<file path="src/rtl/stopwatch_ctrl.sv">
// stopwatch_ctrl: run/pause/clear sequencer and owner of the two-digit BCD count.
// It turns button pulses and the one-second tick into count updates and
// divider enable/restart controls. Every output comes straight from a flop.
//
// Handshake note: this block has no valid/ready channels. Each input is a
// single-cycle pulse. It is sampled on one rising edge, and its effect is
// visible on the registered outputs in the following cycle.
module stopwatch_ctrl (
    input  logic       clk,
    input  logic       rst,
    input  logic       one_start,
    input  logic       ten_start,
    input  logic       pause,
    input  logic       clr,
    input  logic       second_tick,
    output logic [7:0] number,
    output logic       running,
    output logic       paused,
    output logic       mode_ten,
    output logic       timer_en,
    output logic       timer_restart,
    output logic       wrap
);

    typedef enum logic [1:0] {
        IDLE    = 2'd0,
        RUN_ONE = 2'd1,
        RUN_TEN = 2'd2,
        PAUSED  = 2'd3
    } state_t;

    // Current FSM state, kept as a named enum so checkers can bind to it.
    state_t state;

    logic [3:0] ones;
    logic [3:0] tens;
    logic [7:0] inc_number;
    logic       inc_wrap;
    logic       count_en;

    assign ones = number[3:0];
    assign tens = number[7:4];

    // The step size follows the state that is current when the tick arrives.
    // A mode-switch pulse in the same cycle only affects later ticks.
    assign count_en = second_tick && ((state == RUN_ONE) || (state == RUN_TEN));

    // BCD increment: +1 carries from ones into tens; +10 touches only tens.
    always_comb begin
        inc_number = number;
        inc_wrap   = 1'b0;
        if (state == RUN_TEN) begin
            if (tens < 4'd9) begin
                inc_number[7:4] = tens + 4'd1;
            end else begin
                inc_number[7:4] = 4'd0;
                inc_wrap        = 1'b1;
            end
        end else begin
            if (ones < 4'd9) begin
                inc_number[3:0] = ones + 4'd1;
            end else begin
                inc_number[3:0] = 4'd0;
                if (tens < 4'd9) begin
                    inc_number[7:4] = tens + 4'd1;
                end else begin
                    inc_number[7:4] = 4'd0;
                    inc_wrap        = 1'b1;
                end
            end
        end
    end

    // Sequencer, count register and all registered outputs.
    // Pulse priority is clr > pause > ten_start > one_start. The highest pulse
    // present decides the transition, even in a state that ignores it
    // (pause in IDLE masks a simultaneous start).
    always_ff @(posedge clk) begin
        if (rst) begin
            state         <= IDLE;
            number        <= 8'h00;
            running       <= 1'b0;
            paused        <= 1'b0;
            mode_ten      <= 1'b0;
            timer_en      <= 1'b0;
            timer_restart <= 1'b0;
            wrap          <= 1'b0;
        end else if (clr) begin
            // Clear drops any tick in the same cycle.
            state         <= IDLE;
            number        <= 8'h00;
            running       <= 1'b0;
            paused        <= 1'b0;
            mode_ten      <= 1'b0;
            timer_en      <= 1'b0;
            timer_restart <= 1'b0;
            wrap          <= 1'b0;
        end else begin
            timer_restart <= 1'b0;
            wrap          <= 1'b0;

            if (count_en) begin
                number <= inc_number;
                wrap   <= inc_wrap;
            end

            case (state)
                IDLE: begin
                    if (pause) begin
                        state <= IDLE;
                    end else if (ten_start) begin
                        state         <= RUN_TEN;
                        mode_ten      <= 1'b1;
                        running       <= 1'b1;
                        timer_en      <= 1'b1;
                        timer_restart <= 1'b1;
                    end else if (one_start) begin
                        state         <= RUN_ONE;
                        mode_ten      <= 1'b0;
                        running       <= 1'b1;
                        timer_en      <= 1'b1;
                        timer_restart <= 1'b1;
                    end
                end

                RUN_ONE: begin
                    if (pause) begin
                        state    <= PAUSED;
                        running  <= 1'b0;
                        timer_en <= 1'b0;
                        paused   <= 1'b1;
                    end else if (ten_start) begin
                        // Mode switch while running keeps the divider phase.
                        state    <= RUN_TEN;
                        mode_ten <= 1'b1;
                    end
                end

                RUN_TEN: begin
                    if (pause) begin
                        state    <= PAUSED;
                        running  <= 1'b0;
                        timer_en <= 1'b0;
                        paused   <= 1'b1;
                    end else if (ten_start) begin
                        state <= RUN_TEN;
                    end else if (one_start) begin
                        state    <= RUN_ONE;
                        mode_ten <= 1'b0;
                    end
                end

                PAUSED: begin
                    if (pause) begin
                        // Resume in the saved mode.
                        state         <= mode_ten ? RUN_TEN : RUN_ONE;
                        paused        <= 1'b0;
                        running       <= 1'b1;
                        timer_en      <= 1'b1;
                        timer_restart <= 1'b1;
                    end else if (ten_start) begin
                        state         <= RUN_TEN;
                        mode_ten      <= 1'b1;
                        paused        <= 1'b0;
                        running       <= 1'b1;
                        timer_en      <= 1'b1;
                        timer_restart <= 1'b1;
                    end else if (one_start) begin
                        state         <= RUN_ONE;
                        mode_ten      <= 1'b0;
                        paused        <= 1'b0;
                        running       <= 1'b1;
                        timer_en      <= 1'b1;
                        timer_restart <= 1'b1;
                    end
                end

                default: begin
                    state <= IDLE;
                end
            endcase
        end
    end

    // Structural invariants: BCD digits in range, flags consistent with state.
    always_ff @(posedge clk) begin
        if (!rst) begin
            assert (number[3:0] <= 4'd9);
            assert (number[7:4] <= 4'd9);
            assert (timer_en == running);
            assert (!(running && paused));
            assert (running == ((state == RUN_ONE) || (state == RUN_TEN)));
            assert (paused == (state == PAUSED));
        end
    end

endmodule

</file>
<file path="config.mk">
export PLATFORM = sky130hd
export DESIGN_NAME = stopwatch_ctrl
export DESIGN_NICKNAME = d
export VERILOG_FILES = /design/src/rtl/stopwatch_ctrl.sv
export SDC_FILE = /design/constraint.sdc
export NUM_CORES = 1
export LEC_CHECK = 0
export ABC_AREA = 1
export CORE_MARGIN = 5
export CORE_UTILIZATION = 53
export DETAILED_ROUTE_END_ITERATION = 6
export PLACE_DENSITY = 0.82
export REMOVE_ABC_BUFFERS = 1
export SETUP_SLACK_MARGIN = 0.1
export SYNTH_ARGS = -nofsm -noshare
export SYNTH_HDL_FRONTEND = slang
export SYNTH_SLANG_ARGS = --single-unit
</file>
<file path="constraint.sdc">
create_clock -name clk -period 2.5 [get_ports clk]
set_input_delay 0.25 -clock clk [delete_from_list [all_inputs] [get_ports clk]]
set_output_delay 0.25 -clock clk [all_outputs]
set_load 0.02 [all_outputs]
</file>
==> After elaboration in Yosys (flattened, before gate mapping) <==
Cells that the tools add are included.
{ "totals": {"ff_bits": 16, "input_bits": 7, "output_inout_bits": 14, "wordCells": 86} }
{ "op_classes": {"n_addsub": 2, "magnitude_cmp": 2, "n_eq_ne": 13, "n_mux": 45, "bitwise_logic": 2, "reduce_logical": 13} }
{ "ops": {"columns": ["op", "n"], "rows": [
  ["$mux W1", 27],
  ["$mux W2", 8],
  ["$mux W4", 4],
  ["$ne A2 B2 Y1 const B", 7],
  ["$pmux W1 S3", 3],
  ["$add A4 B1 Y4 const B", 2],
  ["$lt A4 B4 Y1 const B", 2],
  ["$pmux W2 S4", 1],
  ["$reduce_and A2 Y1", 3],
  ["$reduce_or A2 Y1", 3],
  ["$reduce_and A5 Y1", 1],
  ["$eq A2 B2 Y1 const B", 2],
  ["$ne A4 B4 Y1 const B", 1],
  ["$pmux W1 S2", 2],
  ["$ne A3 B3 Y1 const B", 1],
  ["$reduce_and A3 Y1", 1],
  ["$reduce_or A3 Y1", 1],
  ["$eq A2 B1 Y1 const B", 1],
  ["$logic_not A2 Y1", 1],
  ["$ne A2 B1 Y1 const B", 1],
  ["$not A1 Y1", 2],
  ["$reduce_bool A2 Y1", 1],
  ["$logic_and A1 B1 Y1", 1],
  ["$logic_or A1 B1 Y1", 1]
]} }

==> Depth between registers and ports, before layout <==
Gate-level depths: netlist of the first run.
{ "logic_depth": {"depth_word": 5, "ltp_mapped": 9} }

==> Worst setup path before layout of the first run <==
No wires, ideal clock.
{ "synth_path": {"path_kind": "register -> register", "startpoint": "register state[1]", "endpoint": "register number[1]", "arrival_ns": 1.233, "required_ns": 2.383, "path_slack_ns": 1.150, "path_stages_with_launch": 8, "path_cell_list": "dfxtp_1 inv_1 ha_1 nand2_2 nor2_4 inv_2 o21ai_2 nor2_1"} }
{ "synth_via": {"elab_chain_cells": 4, "word_cells_on_any_way": 6, "classes_between": "eq/ne (2); bitwise (1); reduce/logical (3)"} }
{ "synth_lines": {"columns": ["element", "line_no", "rtl"], "rows": [
  ["from (decl)", "33", "state_t state;"],
  ["from (signal assigned)", "156", "state <= mode_ten ? RUN_TEN : RUN_ONE;"],
  ["$eq A2 B1 Y1 / $eq A2 B2 Y1 (equally long branches)", "46, 52", null],
  ["$logic_or A1 B1 Y1", "46", "assign count_en = second_tick && ((state == RUN_ONE) || (state == RUN_TEN));"],
  ["$logic_and A1 B1 Y1", "46", null],
  ["$reduce_and A2 Y1 (no line) (*)", null, null],
  ["to (signal assigned)", "103", "number <= inc_number;"],
  ["to (decl)", "16", "output logic [7:0] number,"]
]} }
Every way passes the cells marked *; elsewhere a longest branch is shown, timed or not.
A chain may end at the register's enable or synchronous reset.

==> Final worst setup path of the first run <==
{ "layout_path": {"startpoint": "register mode_ten", "endpoint": "output mode_ten"} }
{ "layout_lines": {"columns": ["element", "line_no", "rtl"], "rows": [
  ["from (decl)", "19", "output logic mode_ten,"],
  ["from (signal assigned)", "84", "mode_ten <= 1'b0;"],
  ["from (signal assigned)", "94", "mode_ten <= 1'b0;"],
  ["from (signal assigned)", "113", "mode_ten <= 1'b1;"]
]} }
No word-level cell between the ends.

==> results of run 1 <==
-- power groups by stage --
stage / combinational (mW) / sequential, mW / clock [mW]
final: 0.0906 / 0.265 / 0.140
after global routing: 0.101 / 0.266 / 0.153
after CTS: 0.0911 / 0.265 / 0.143
after detailed placement: 0.0899 / 0.271 / 0
after global placement: 0.0895 / 0.270 / 0
after floorplan: 0.0494 / 0.276 / 0
-- registers in the layout, summed over array words and instances (netlist names) --
name / cells
timer_restart: 1
timer_en: 1
state: 2
paused: 1
number: 8
mode_ten: 1
running: 1
wrap: 1
-- worst min-delay path: cells and delay by family (launching register included) --
kind | cells | cell delay [ns]
AO/OA/AOI/OAI | 1 | 0.05
buffers and inverters | 1 | 0.04
flip-flops | 1 | 0.32
-- logic make-up (layout without fill, tap and decap cells) --
logic type                 after synthesis  count (layout)  synth area share (%)
and+or+nand+nor                         70              70                 33.38
xor gates and xnor gates                 1               1                0.8654
buffers and inverters                   25              47                 10.51
DFF                                     16              16                 31.64
adders and majority gates               10              10                 12.36
AOI/OAI and AO/OA                       22              22                 11.25
-- Yosys cell counts, drive strengths merged --
master  count  area share, %
nand3b      1           0.74
nand3       9            5.4
dfxtp      16             32
inv        24            9.4
xor2        1           0.87
buf         1            1.1
a21oi      13            6.4
nor3        4            2.0
nand2      38             16
nor4        1           0.62
o21ai       9            4.8
nor2       17            8.8
ha         10             12
-- worst max-delay path by stage --
stage / start / endpoint / slack [ns] / depth (start not counted)
after CTS: number[0]$_SDFFE_PP0P_ / number[0] / 0.91 / 1
final: mode_ten$_SDFFE_PP0P_ / mode_ten / 0.91 / 1
after floorplan: state[1]$_SDFFE_PP0P_ / number[1]$_SDFFE_PP0P_ / 1.15 / 7
after global placement: pause / paused$_SDFFE_PP0P_ / 0.93 / 6
after detailed placement: pause / paused$_SDFFE_PP0P_ / 0.91 / 6
after global routing: mode_ten$_SDFFE_PP0P_ / mode_ten / 0.87 / 1
-- metrics by stage --
| stage | cells | cell area, um2 | utilization (%) |
|---|---|---|---|
| 2_1_floorplan | 143 | 1001 | - |
| 3_3_place_gp | 188 | 1232 | 69.86 |
| 3_5_place_dp | 188 | 1232 | 69.86 |
| 4_1_cts | 191 | 1255 | 71.13 |
| 5_1_grt | 191 | 1255 | 71.13 |
| 6_report | 191 | 1255 | 71.13 |
-- metal layers --
metal,global-route usage (%),vias up,share of wire (%)
li1,-,499,-
met1,23.19,420,47
met2,31.25,24,47
met3,2.770,5,3.4
met4,7.660,0,1.8
met5,0,-,0
-- cell type report --
| class | count | area share, % |
|---|---|---|
| multi-input cells | 103 | 46.66 |
| inverters | 24 | 7.577 |
| clock buffers | 3 | 1.795 |
| repair buffers | 20 | 15.95 |
| flip-flops and latches | 16 | 25.52 |
| well taps | 25 | 2.493 |
==> flow_summary.ini, run 1 <==
[setup_path]
crit_chain = clkdlybuf4s50_1
slowest_delay_ns = 0.63
rrSetupSlack_ns = 0.98
arrival_ns = 1.34
worstPathRequired_ns = 2.25
cp-end-kind = output pin
worstPathMaxFanout = 5
cp_top_family = buffers and inverters
r2r_end = number[3]$_SDFFE_PP0P_
rr_startpoint = state[0]$_SDFFE_PP0P_
worstRegToRegCells = 7
path_buf_inv = 1
crit_slowest_cell = clkdlybuf4s50_1
startpoint_type = register
criticalPathCategory = register to output pin

[timing]
worst_pin_slew_ns = 0.4450
setup_viol = 0
drv_slew = 0
fin_ws_ns = 0.9131
final.setup.tns_ns = 0
fin_crit_sh_pct = 63.48
rsz0062_at_grt = false
slew-limit-headroom_pct = 70.24
fin_crit_ns = 1.587
worst_hold_slack_ns = 0.4500
fin_skew_ns = 0.008814
hold_viol_final = 0
max_freq_mhz = 630.1

[place]
pre_cts_ws_ns = 0.9073
place.detailed.hpwl_mm = 1.766
gp_congestion = 0.8971
port_buffers = 20

[synthesis]
syn-cell-area_um2 = 1012
synthCells = 144
syn_avg_cell_area_um2 = 7.029
synthDistinctLibCells = 22
yosysSeqAreaShare_pct = 31.64
ys_warn_count = 0
ys_ff_latch = 16

[power_and_ir_drop]
p_comb_share_pct = 18.3
finalPower_uw = 495.6
p_int_uw = 353.5
switching_share_pct = 28.67
p_clk_share_pct = 28.3
p_per_area_nw_per_um2 = 394.9
ir_drop_mv = 0.2785
p_leak_nw = 0.5254
seqPwrFrac_pct = 53.5
switchingPower_uw = 142.1

[global_route]
antenna_found_initial = 0
grt_pass1_wl_mm = 3.905
overflow = 0
grt_max_degree = 10
first_global_vias = 888
grt.total_usage_pct = 18.50

[status]
status = finished, final reports clean

[clock_tree]
insertion_delay_ns = 0.29
cts-resized-gates = 0
clockBufferDepth = 2
cts_tree = yes
cts-root-buf = clkbuf_4
h-tree-depth = 1
cts_made_buffers = 3
clkTransAtPathRegs_ns = 0.10
cts-hold-fix-buffers = 0
cts_sinks = 16
cts_setup_buffers = 0

[cells_and_area]
drive_above_1_share_pct = 12.65
layout_common_cells = 33 x nand2_1, 20 x clkdlybuf4s50_1, 18 x inv_1
fillers = 157
synthToLayoutAreaGrowth_pct = 23.98
final_net_count = 185
ff_latch_area_um2 = 320.3
antenna_cells = 0
multi_input_area_um2 = 585.6
layout_commonest_cell = nand2_1

[floorplanning]
num_io_pins = 21
die_y_um = 53.70
coreArea_um2 = 1764
die_w_um = 53.70
start_util_pct = 57.38
die_area_um2 = 2884
rows = 15

[detailed_routing]
routed_wl_mm = 2.286
avgViaCountPerCell = 4.963
ant_nets = 0
first_iter_violations = 15
drtPass1Iterations = 4
post_drt_wl_per_cell_um = 11.97
vias = 948
drc_errors = 0

[job]
maxCapViolations = 0

[hold_path]
min_to = running$_SDFFE_PP0P_
holdPathStages = 2
hold_start = running$_SDFFE_PP0P_
hp-class = register to register
No activity file was read; power rests on OpenSTA's default activity.
==> run 2: changes to the inputs <==
- CORE_UTILIZATION: 53 -> 45
- PLACE_DENSITY: 0.82 -> 0.74
- clock period: 2.5 -> 1.3 ns (I/O delays scaled with it)
==> flow_summary.ini, run 2 (same netlist as run 1, synthesis figures left out) <==
[detailed_routing]
vias = 1069
avgViaCountPerCell = 5.042
routed_wl_mm = 2.926
ant_nets = 0
first_iter_violations = 23
drtPass1Iterations = 4
post_drt_wl_per_cell_um = 13.80
drc_errors = 0

[timing]
fin_skew_ns = 0.002390
drv_slew = 0
slew-limit-headroom_pct = 80.27
setup_viol = 0
fin_crit_ns = 1.285
worst_pin_slew_ns = 0.2949
max_freq_mhz = 778.1
rsz0062_at_grt = true
fin_crit_sh_pct = 98.86
hold_viol_final = 0
final.setup.tns_ns = 0

[cells_and_area]
synthToLayoutAreaGrowth_pct = 58.47
layout_common_cells = 28 x nand2_1, 16 x buf_4, 13 x inv_1
largest_reg_flops = 8
antenna_cells = 0
reg_top3 = number x8, state x2
fillers = 159
layout_commonest_cell = nand2_1
regMostFlops = number
drive_above_1_share_pct = 41.85
final_net_count = 202

[setup_path]
path_buf_inv = 3
slowest_delay_ns = 0.34
r2r_end = number[0]$_SDFFE_PP0P_
cp_top_family = flip-flops
cp-end-kind = register
cp_common_cell = inv_2
critPathCapture = number[0]$_SDFFE_PP0P_
arrival_ns = 1.47
worstSetupStartpoint = state[0]$_SDFFE_PP0P_
criticalPathCategory = register to register
cp_num_cells = 7
worstPathRequired_ns = 1.49
rrSetupSlack_ns = 0.01
crit_chain = inv_2 -> buf_4 -> ha_4 -> nor2_4 -> inv_2 -> o21ai_2 -> a21oi_1
rr_startpoint = state[0]$_SDFFE_PP0P_
worstPathMaxFanout = 5
crit_slowest_cell = dfxtp_2
startpoint_type = register
worstRegToRegCells = 7

[global_route]
first_global_vias = 1052
grt.total_usage_pct = 17.32
grt_pass1_wl_mm = 4.450
antenna_found_initial = 0
grt_max_degree = 10
overflow = 0

[place]
gp_congestion = 0.8363
place.detailed.hpwl_mm = 1.809
port_buffers = 20

[power_and_ir_drop]
seqPwrFrac_pct = 45.8
switchingPower_uw = 318.6
p_comb_share_pct = 23.6
p_int_uw = 780.9
p_leak_nw = 0.7243
ir_drop_mv = 0.7202
p_per_area_nw_per_um2 = 685.4
finalPower_mw = 1.099
switching_share_pct = 28.98
p_clk_share_pct = 30.6

[clock_tree]
clkTransAtPathRegs_ns = 0.10
insertion_delay_ns = 0.29
cts-root-buf = clkbuf_4
cts_made_buffers = 3
h-tree-depth = 1
cts_tree = yes
clockBufferDepth = 2
cts_sinks = 16

[status]
status = finished, final reports clean

[floorplanning]
start_util_pct = 46.66
rows = 17
die_area_um2 = 3298
coreArea_um2 = 2170
num_io_pins = 21
die_w_um = 57.43
die_y_um = 57.43

[hold_path]
hp-class = register to register
hold_start = running$_SDFFE_PP0P_

[job]
maxCapViolations = 0
==> run 2: power groups by stage <==
stage / combinational, mW / sequential [mW] / clock, mW
2_1_floorplan: 0.0949 / 0.531 / 0
3_3_place_gp: 0.187 / 0.517 / 0
3_5_place_dp: 0.192 / 0.518 / 0
4_1_cts: 0.223 / 0.507 / 0.342
5_1_grt: 0.280 / 0.504 / 0.362
6_report: 0.260 / 0.503 / 0.337
==> run 2: what timing repair did <==
item / in CTS / in global routing
hold endpoints to repair: 0 / 0
hold buffers: 0 / 0
buffers inserted: 6 / 2
pin swaps: 16 / 18
setup endpoints to repair: 29 / 17
gates resized for setup: 48 / 27
cloned: 0 / 0
==> run 2: per-stage QoR <==
stage | cells | worst slack, ns | utilization, % | hold WS, ns | instance area, um2
finish | 212 | 0.01487 | 73.93 | 0.4488 | 1604
global route | 212 | -0.04819 | 73.93 | 0.4703 | 1604
CTS | 210 | -0.009842 | 68.51 | 0.4507 | 1486
detailed placement | 200 | -0.06383 | 60.09 | 0.4389 | 1304
global placement | 200 | -0.01457 | 60.09 | 0.4359 | 1304
floorplan | 143 | -0.05040 | - | 0.2924 | 1001
==> run 2: worst reg2reg max path, stage by stage (launching register included) <==
cell	delay (ns)
dfxtp_2	0.34
inv_2	0.06
buf_4	0.14
ha_4	0.18
nor2_4	0.18
inv_2	0.08
o21ai_2	0.15
a21oi_1	0.06
==> run 2: area by class of cell <==
type	count	area, um2	area share, %
clock buffer	4	36.28	2.262
inverter	24	97.59	6.084
multi-input combinational	103	784.5	48.91
sequential	16	332.8	20.75
tap	28	35.03	2.184
timing repair buffer	37	317.8	19.81
==> run 2: how the worst min path moves through the flow <==
stage	end	slack, ns	cells after the start
final	running$_SDFFE_PP0P_	0.45	2
after global routing	running$_SDFFE_PP0P_	0.47	2
after CTS	running$_SDFFE_PP0P_	0.45	2
after detailed placement	running$_SDFFE_PP0P_	0.44	2
after global placement	timer_en$_SDFFE_PP0P_	0.44	2
after floorplan	number[2]$_SDFFE_PP0P_	0.29	3
==> run 2: layer usage <==
| metal | up-vias | track usage [%] | share of wire (%) |
|---|---|---|---|
| met3 | 10 | 4.299 | 4.0 |
| met2 | 31 | 30.81 | 51 |
| met5 | - | 0 | 0 |
| li1 | 532 | - | - |
| met4 | 0 | 10.93 | 3.3 |
| met1 | 496 | 17.90 | 41 |
